File: src/rtl/dsm_dac_mc.sv
// Multi-channel delta-sigma 1-bit DAC modulator, order 1 or 2.
// A sample word arrives on a valid/ready handshake and is staged in a one-deep holding
// buffer. It becomes the active modulator input at the next sample tick, which occurs
// once every 2^OSR clocks. Both integrators saturate instead of wrapping, and any
// saturation sets a sticky per-channel clip flag.
//
// Ports:
//   clk       system clock
//   rst       synchronous reset, active-high
//   s_valid   sample word valid
//   s_ready   holding buffer can accept (combinational)
//   s_data    CH two's-complement samples, channel k at [k*DAC_BW +: DAC_BW]
//   mute      forces zero input, sampled at the sample tick
//   clr_clip  clears all clip flags (a saturation in the same cycle wins)
//   dout      registered 1-bit modulator outputs
//   clip      sticky saturation flags
//   underrun  one-cycle pulse after a tick that found no new sample
module dsm_dac_mc #(
  parameter int unsigned CH     = 2,
  parameter int unsigned DAC_BW = 16,
  parameter int unsigned OSR    = 6,
  parameter int unsigned ORDER  = 2
) (
  input  logic                 clk,
  input  logic                 rst,
  input  logic                 s_valid,
  output logic                 s_ready,
  input  logic [CH*DAC_BW-1:0] s_data,
  input  logic                 mute,
  input  logic                 clr_clip,
  output logic [CH-1:0]        dout,
  output logic [CH-1:0]        clip,
  output logic                 underrun
);

  if (ORDER != 1 && ORDER != 2) begin : g_bad_order
    $error("dsm_dac_mc: ORDER must be 1 or 2");
  end

  localparam int unsigned A1W = DAC_BW + 2;
  localparam int unsigned A2W = DAC_BW + 2 + OSR;
  // Headroom so acc2 + s1 - y never overflows before clamping.
  localparam int unsigned SW  = A2W + 2;

  localparam logic [OSR-1:0]       PhMax = '1;
  localparam logic signed [SW-1:0] Fb    = (SW'(1) << (DAC_BW - 1)) + (SW'(1) << (OSR + 2));
  localparam logic signed [SW-1:0] A1Max = (SW'(1) << (A1W - 1)) - SW'(1);
  localparam logic signed [SW-1:0] A1Min = ~A1Max;
  localparam logic signed [SW-1:0] A2Max = (SW'(1) << (A2W - 1)) - SW'(1);
  localparam logic signed [SW-1:0] A2Min = ~A2Max;

  logic [OSR-1:0]          ph_q, ph_d;
  logic [CH*DAC_BW-1:0]    buf_q, buf_d;
  logic                    buf_full_q, buf_full_d;
  logic [CH*DAC_BW-1:0]    act_q, act_d;
  logic                    mute_q, mute_d;
  logic                    underrun_q, underrun_d;
  logic [CH-1:0][A1W-1:0]  acc1_q, acc1_d;
  logic [CH-1:0][A2W-1:0]  acc2_q, acc2_d;
  logic [CH-1:0]           dout_q, dout_d;
  logic [CH-1:0]           clip_q, clip_d;

  logic tick;
  logic xfer;

  assign tick    = (ph_q == PhMax);
  assign s_ready = !buf_full_q || tick;
  assign xfer    = s_valid && s_ready;

  // Holding buffer / active sample sequencing.
  always_comb begin
    ph_d       = ph_q + 1'b1;
    buf_d      = buf_q;
    buf_full_d = buf_full_q;
    act_d      = act_q;
    mute_d     = mute_q;
    underrun_d = 1'b0;
    if (tick) begin
      mute_d = mute;
      if (buf_full_q) begin
        act_d = buf_q;
        if (xfer) begin
          buf_d = s_data;
        end else begin
          buf_full_d = 1'b0;
        end
      end else if (xfer) begin
        act_d = s_data;
      end else begin
        underrun_d = 1'b1;
      end
    end else if (xfer) begin
      buf_d      = s_data;
      buf_full_d = 1'b1;
    end
  end

  // Per-channel modulator datapath.
  always_comb begin : p_mod
    logic signed [SW-1:0] x, y, sum1, s1, sum2, s2;
    logic                 sat1, sat2;
    acc1_d = acc1_q;
    acc2_d = acc2_q;
    dout_d = dout_q;
    clip_d = clip_q;
    for (int k = 0; k < CH; k++) begin
      if (mute_q) begin
        x = '0;
      end else begin
        x = SW'(signed'(act_q[k*DAC_BW +: DAC_BW]));
      end
      y = dout_q[k] ? Fb : -Fb;

      sum1 = SW'(signed'(acc1_q[k])) + x - y;
      sat1 = 1'b1;
      if (sum1 > A1Max) begin
        s1 = A1Max;
      end else if (sum1 < A1Min) begin
        s1 = A1Min;
      end else begin
        s1   = sum1;
        sat1 = 1'b0;
      end

      sum2 = SW'(signed'(acc2_q[k])) + s1 - y;
      sat2 = 1'b1;
      if (sum2 > A2Max) begin
        s2 = A2Max;
      end else if (sum2 < A2Min) begin
        s2 = A2Min;
      end else begin
        s2   = sum2;
        sat2 = 1'b0;
      end

      acc1_d[k] = s1[A1W-1:0];
      if (ORDER == 2) begin
        acc2_d[k] = s2[A2W-1:0];
        dout_d[k] = !s2[SW-1];
      end else begin
        acc2_d[k] = '0;
        dout_d[k] = !s1[SW-1];
      end
      clip_d[k] = sat1 || ((ORDER == 2) && sat2) || (clip_q[k] && !clr_clip);
    end
  end

  always_ff @(posedge clk) begin
    if (rst) begin
      ph_q       <= '0;
      buf_q      <= '0;
      buf_full_q <= 1'b0;
      act_q      <= '0;
      mute_q     <= 1'b0;
      underrun_q <= 1'b0;
      acc1_q     <= '0;
      acc2_q     <= '0;
      dout_q     <= '0;
      clip_q     <= '0;
    end else begin
      ph_q       <= ph_d;
      buf_q      <= buf_d;
      buf_full_q <= buf_full_d;
      act_q      <= act_d;
      mute_q     <= mute_d;
      underrun_q <= underrun_d;
      acc1_q     <= acc1_d;
      acc2_q     <= acc2_d;
      dout_q     <= dout_d;
      clip_q     <= clip_d;
    end
  end

  assign dout     = dout_q;
  assign clip     = clip_q;
  assign underrun = underrun_q;

endmodule

File: config.mk
export PLATFORM = sky130hd
export DESIGN_NAME = dsm_dac_mc
export DESIGN_NICKNAME = d
export VERILOG_FILES = /design/src/rtl/dsm_dac_mc.sv
export SDC_FILE = /design/constraint.sdc
export NUM_CORES = 1
export LEC_CHECK = 0
export ABC_AREA = 1
export BUFFER_PORTS_ARGS = -buffer_cell sky130_fd_sc_hd__buf_2
export CAP_MARGIN = 25
export CORE_MARGIN = 8
export CORE_UTILIZATION = 56
export DETAILED_ROUTE_END_ITERATION = 8
export PLACE_DENSITY = 0.76
export SETUP_SLACK_MARGIN = 0.2
export SLEW_MARGIN = 40
export SYNTH_ARGS = -nofsm -noshare
export SYNTH_HDL_FRONTEND = slang
export SYNTH_SLANG_ARGS = --single-unit
File: constraint.sdc
create_clock -name clk -period 7 [get_ports clk]
set_input_delay 1.4 -clock clk [delete_from_list [all_inputs] [get_ports clk]]
set_output_delay 1.4 -clock clk [all_outputs]
set_load 0.01 [all_outputs]
==> metrics, run 1 <==
run status=finished clean; die width=168.5 microns; GRT Util Overall=23.18%; Cells after Synth=1,900; most frequent CP cell=nand2_1; Placer Congestion=0.9451; Place WS=0.08283 ns; WL/cell=14.90 microns; clk sinks=161; CP Class=flip-flop to flip-flop; Via Count=12,120; drt via density=5.414; f_max=156.3 MHz; post-route minimum period=6.398 ns; Max stage delay on crit path=0.48 ns; Total Die Area=28,380 sq um; vias in the first global route=11,390; Final Hold Fails=0; final setup vio count=0; first-pass GRT wire length=54,740 microns; Final Util=63.68%; Post-synth EDFFs=0; worst-skew pair later-pin latency=0.44 ns; largest net degree at the start of global routing=65; H-tree level count=4; top cell type's share of synthesized area=24.76%; Starting Density=57.32%; Synth Area per Inst=6.851 sq um; #FFs+latches synth=161; RSZ-0062 raised after global routing=false; Total Routed Length=33,360 microns; number of placed instances, taps included=2,191; IO Port Bufs=42; Routed Antenna Nets=0; diode count=0; clock root buffer=clkbuf_16; # IOs=43; fin cells=2,239; slowest stage cell, crit path=fa_1; DRC=0; Final Cycle Share=91.41%; HP Class=flip-flop to flip-flop; final setup TNS=0 ns; Seq/Total Area, Yosys=24.76%; kind of end point of the critical path=flip-flop; area of the mapped netlist=13,020 sq um; synth unique cells=45; Synth Warn #=0; worst slew pin tran=0.7537 ns; drt pass-1 iters=5; max-cap check violation count=0; max-slew violations=0; # hold bufs at CTS=0; CTS tree=done; Async S/R FF share, synth=0%; Crit path required time=7.28 ns; Remaining Overflow, GRT=0; Main synth FF type=dfxtp_1; DIE HEIGHT=168.5 microns; Critical Path Start Type=flip-flop; Max FO, Critical Path=11; NumNets Final=2,155; count leader, synth=nand2_1; ranking of synthesized cells by area=dfxtp_1 (25%), ha_1 (12%), nand2_1 (11%); Worst Skew=0.01945 ns; area delta synth->final=11.10%; Synth area leader=dfxtp_1; area of the core=22,710 sq um; Syn Nets=2,114; CTS clk-pin slew, worst paths=0.07 ns; total CTS buffers=17; antenna violations before repair=0; max_slew headroom=49.44%; number of placement rows=55; Fillers=2,061; layout cell share with drive strength beyond 1=13.20%; WP data arrival=6.68 ns; Final WS setup=0.6015 ns; DR iter-0 viols=810; Post-synth top cells=nand2_1 (379), inv_1 (313), nor2_1 (202); clock buffer depth=2; Post-DP HPWL=25,120 microns
-- kinds of logic (layout without fill, tap and decap cells) --
family,Yosys count,count (layout),share of synthesized area [%]
AO/OA/AOI/OAI,438,438,19.35
XOR/XNOR,19,19,1.278
adder cells (fa/ha/maj),177,177,19.90
buffers and inverters,381,435,11.36
flip-flops,161,161,24.76
AND/OR/NAND/NOR,724,724,23.35
-- worst max-delay path, delay by kind of cell, from the launching register on --
family | cells | cell delay [ns]
AO/OA/AOI/OAI | 4 | 0.54
buffers and inverters | 4 | 0.74
flip-flops | 1 | 0.46
AND/OR/NAND/NOR | 16 | 2.06
adder cells (fa/ha/maj) | 6 | 2.42
-- timing repair --
action,CTS,global route
pin swaps,0,2
buffers inserted,0,15
gates resized for setup,9,51
setup endpoints to repair,24,51
gates cloned,0,1
-- per-layer routing --
layer,track usage [%],part of all wire [%],vias up
li1,-,-,6204
met1,32.56,49,5540
met2,36.71,44,340
met3,3.466,5.8,38
met4,5.745,1.4,0
met5,0,0,-
-- worst paths after layout --
path	startpoint	endpoint	slack, ns	cells past startpoint
worst max-delay path	dout[1]	acc2_q[38]	0.60	30
worst min-delay path	act_q[25]	act_q[25]	0.44	2
worst max register to register	dout[1]	acc2_q[38]	0.60	30
worst min register to register	act_q[25]	act_q[25]	0.44	2
-- layout make-up --
type	instances	area, sq um	share of cell area, %
Tap cell	285	356.6	2.466
Timing Repair inverter	1	7.507	0.05191
Sequential cell	161	3234	22.37
Clock inverter	15	157.7	1.090
Timing Repair Buffer	78	515.5	3.565
Multi-Input combinational cell	1358	8529	58.98
Clock buffer	17	425.4	2.942
Inverter	324	1235	8.539
-- placed cells by master, fill, tap and decap left out, types with 14 or more instances in the layout --
cell and instances:
a21oi_2 51, nor2_1 195, buf_4 33, nand3_1 64
buf_2 41, nand2_1 379, ha_1 120, or2_2 26
dfxtp_1 158, fa_1 50, o21ai_0 131, a21o_1 14
a21oi_1 177, clkbuf_16 17, inv_1 304
-- registers in the layout (all words and copies together), names as in the netlist --
register / count
mute_q: 1
act_q: 32
underrun: 1
clip: 2
ph_q: 6
buf_q: 32
dout: 2
acc1_q: 36
acc2_q: 48
buf_full_q: 1
-- through the flow --
| step | hold WS, ns | cell area [sq um] |
|---|---|---|
| global route | 0.4680 | 14460 |
| global placement | 0.4255 | 13490 |
| floorplan | 0.4176 | 13020 |
| finish | 0.4449 | 14460 |
| CTS | 0.4492 | 14110 |
| detailed placement | 0.4373 | 13490 |
Power of run 1 is not shown: default switching activity piles up to over one toggle a cycle in this logic, so the estimate is an artifact.
==> run 2, diff against run 1 <==
--- a/config.mk
+++ b/config.mk
@@ -11,7 +11,7 @@
 export CORE_MARGIN = 8
 export CORE_UTILIZATION = 56
 export DETAILED_ROUTE_END_ITERATION = 8
-export PLACE_DENSITY = 0.76
+export PLACE_DENSITY_LB_ADDON = 0.05
 export SETUP_SLACK_MARGIN = 0.2
 export SLEW_MARGIN = 40
 export SYNTH_ARGS = -nofsm -noshare
==> metrics, run 2 (synthesis results as in run 1) <==
run status=finished clean; largest net degree at the start of global routing=68; number of placement rows=55; antenna violations before repair=0; Routed Antenna Nets=0; WP data arrival=6.64 ns; final setup vio count=0; CP Class=flip-flop to flip-flop; Critical Path Start Type=flip-flop; Remaining Overflow, GRT=0; RSZ-0062 raised after global routing=false; post-route minimum period=6.351 ns; kind of end point of the critical path=flip-flop; WL/cell=15.33 microns; GRT Util Overall=23.98%; clock buffer depth=2; max_slew headroom=51.80%; Place WS=0.3833 ns; Worst Skew=0.01736 ns; IO Port Bufs=42; Max stage delay on crit path=0.52 ns; # IOs=43; H-tree level count=4; Total Die Area=28,380 sq um; # hold bufs at CTS=0; Final Instance Area=14,440 sq um; first-pass GRT wire length=55,740 microns; commonest non-fill, non-tap cell in the layout=nand2_1; worst-skew pair later-pin latency=0.45 ns; diode count=0; FF-to-FF path depth=32; clock root buffer=clkbuf_16; Placer Congestion=0.9036; Final Util=63.57%; final setup TNS=0 ns; drt via density=5.333; NumNets Final=2,153; worst slew pin tran=0.7229 ns; HP Class=flip-flop to flip-flop; CTS clk-pin slew, worst paths=0.08 ns; max reg flops=48; Final WS setup=0.6493 ns; layout cell share with drive strength beyond 1=13.32%; Final Hold Fails=0; max-slew violations=0; CTS tree=done; DRC=0; DR iter-0 viols=757; DIE HEIGHT=168.5 microns; clk sinks=161; vias in the first global route=11,210; Total Routed Length=34,290 microns; total CTS buffers=17; drt pass-1 iters=5; commonest non-fill, non-tap cells in the layout=nand2_1 (379), inv_1 (308), nor2_1 (193); Via Count=11,930; Post-DP HPWL=25,800 microns; hold path depth=2; slowest stage cell, crit path=fa_1; die width=168.5 microns; Final Cycle Share=90.72%; DP Area=13,540 sq um; Crit path required time=7.29 ns; area delta synth->final=10.91%; Regs by FF count=acc2_q (48), acc1_q (36); most frequent CP cell=nand2_1; Max FO, Critical Path=13; max-cap check violation count=0; area of the core=22,710 sq um; Starting Density=57.32%; Most flops, register=acc2_q; f_max=157.5 MHz
==> run 2: repair_timing <==
action,CTS,global route
endpoints found under the setup margin,0,51
resized for setup,0,63
buffers inserted,0,6
==> run 2: metal layers <==
metal / track usage (%) / part of all wire, %
met4: 5.163 / 1.0
met2: 37.12 / 43
met5: 0 / 0
met1: 34.70 / 51
met3: 3.536 / 4.9
==> run 2: final cells by class <==
| type | instances | area (sq um) |
|---|---|---|
| fillers | 2151 | 8273 |
| multi-input cells | 1358 | 8517 |
| inverters | 324 | 1227 |
| clock inverters | 15 | 191.4 |
| well taps | 285 | 356.6 |
| clock buffers | 17 | 425.4 |
| repair buffers | 75 | 471.7 |
| flip-flops and latches | 161 | 3232 |
| repair inverters | 2 | 15.01 |
==> run 2: metrics by stage <==
| step | hold WS (ns) | cells |
|---|---|---|
| floorplan | 0.4176 | 1900 |
| CTS | 0.4486 | 2229 |
| global route | 0.4664 | 2237 |
| finish | 0.4488 | 2237 |
| detailed placement | 0.4369 | 2197 |
| global placement | 0.4262 | 2197 |
==> run 2: final timing paths <==
check	startpoint	slack [ns]	endpoint
setup / recovery	mute_q	0.65	clip[0]
hold / removal	act_q[13]	0.45	act_q[13]
setup reg to reg	mute_q	0.65	clip[0]
hold reg to reg	act_q[13]	0.45	act_q[13]
==> run 2: critical path: cells and delay by family (launching register included) <==
kind,cells,cell delay (ns)
adders and majority gates,6,2.35
and+or+nand+nor,16,2.23
buffers and inverters,6,0.65
AOI/OAI and AO/OA,3,0.42
DFF,1,0.38
xor gates and xnor gates,1,0.19
Power of run 2 is left out for the same reason.
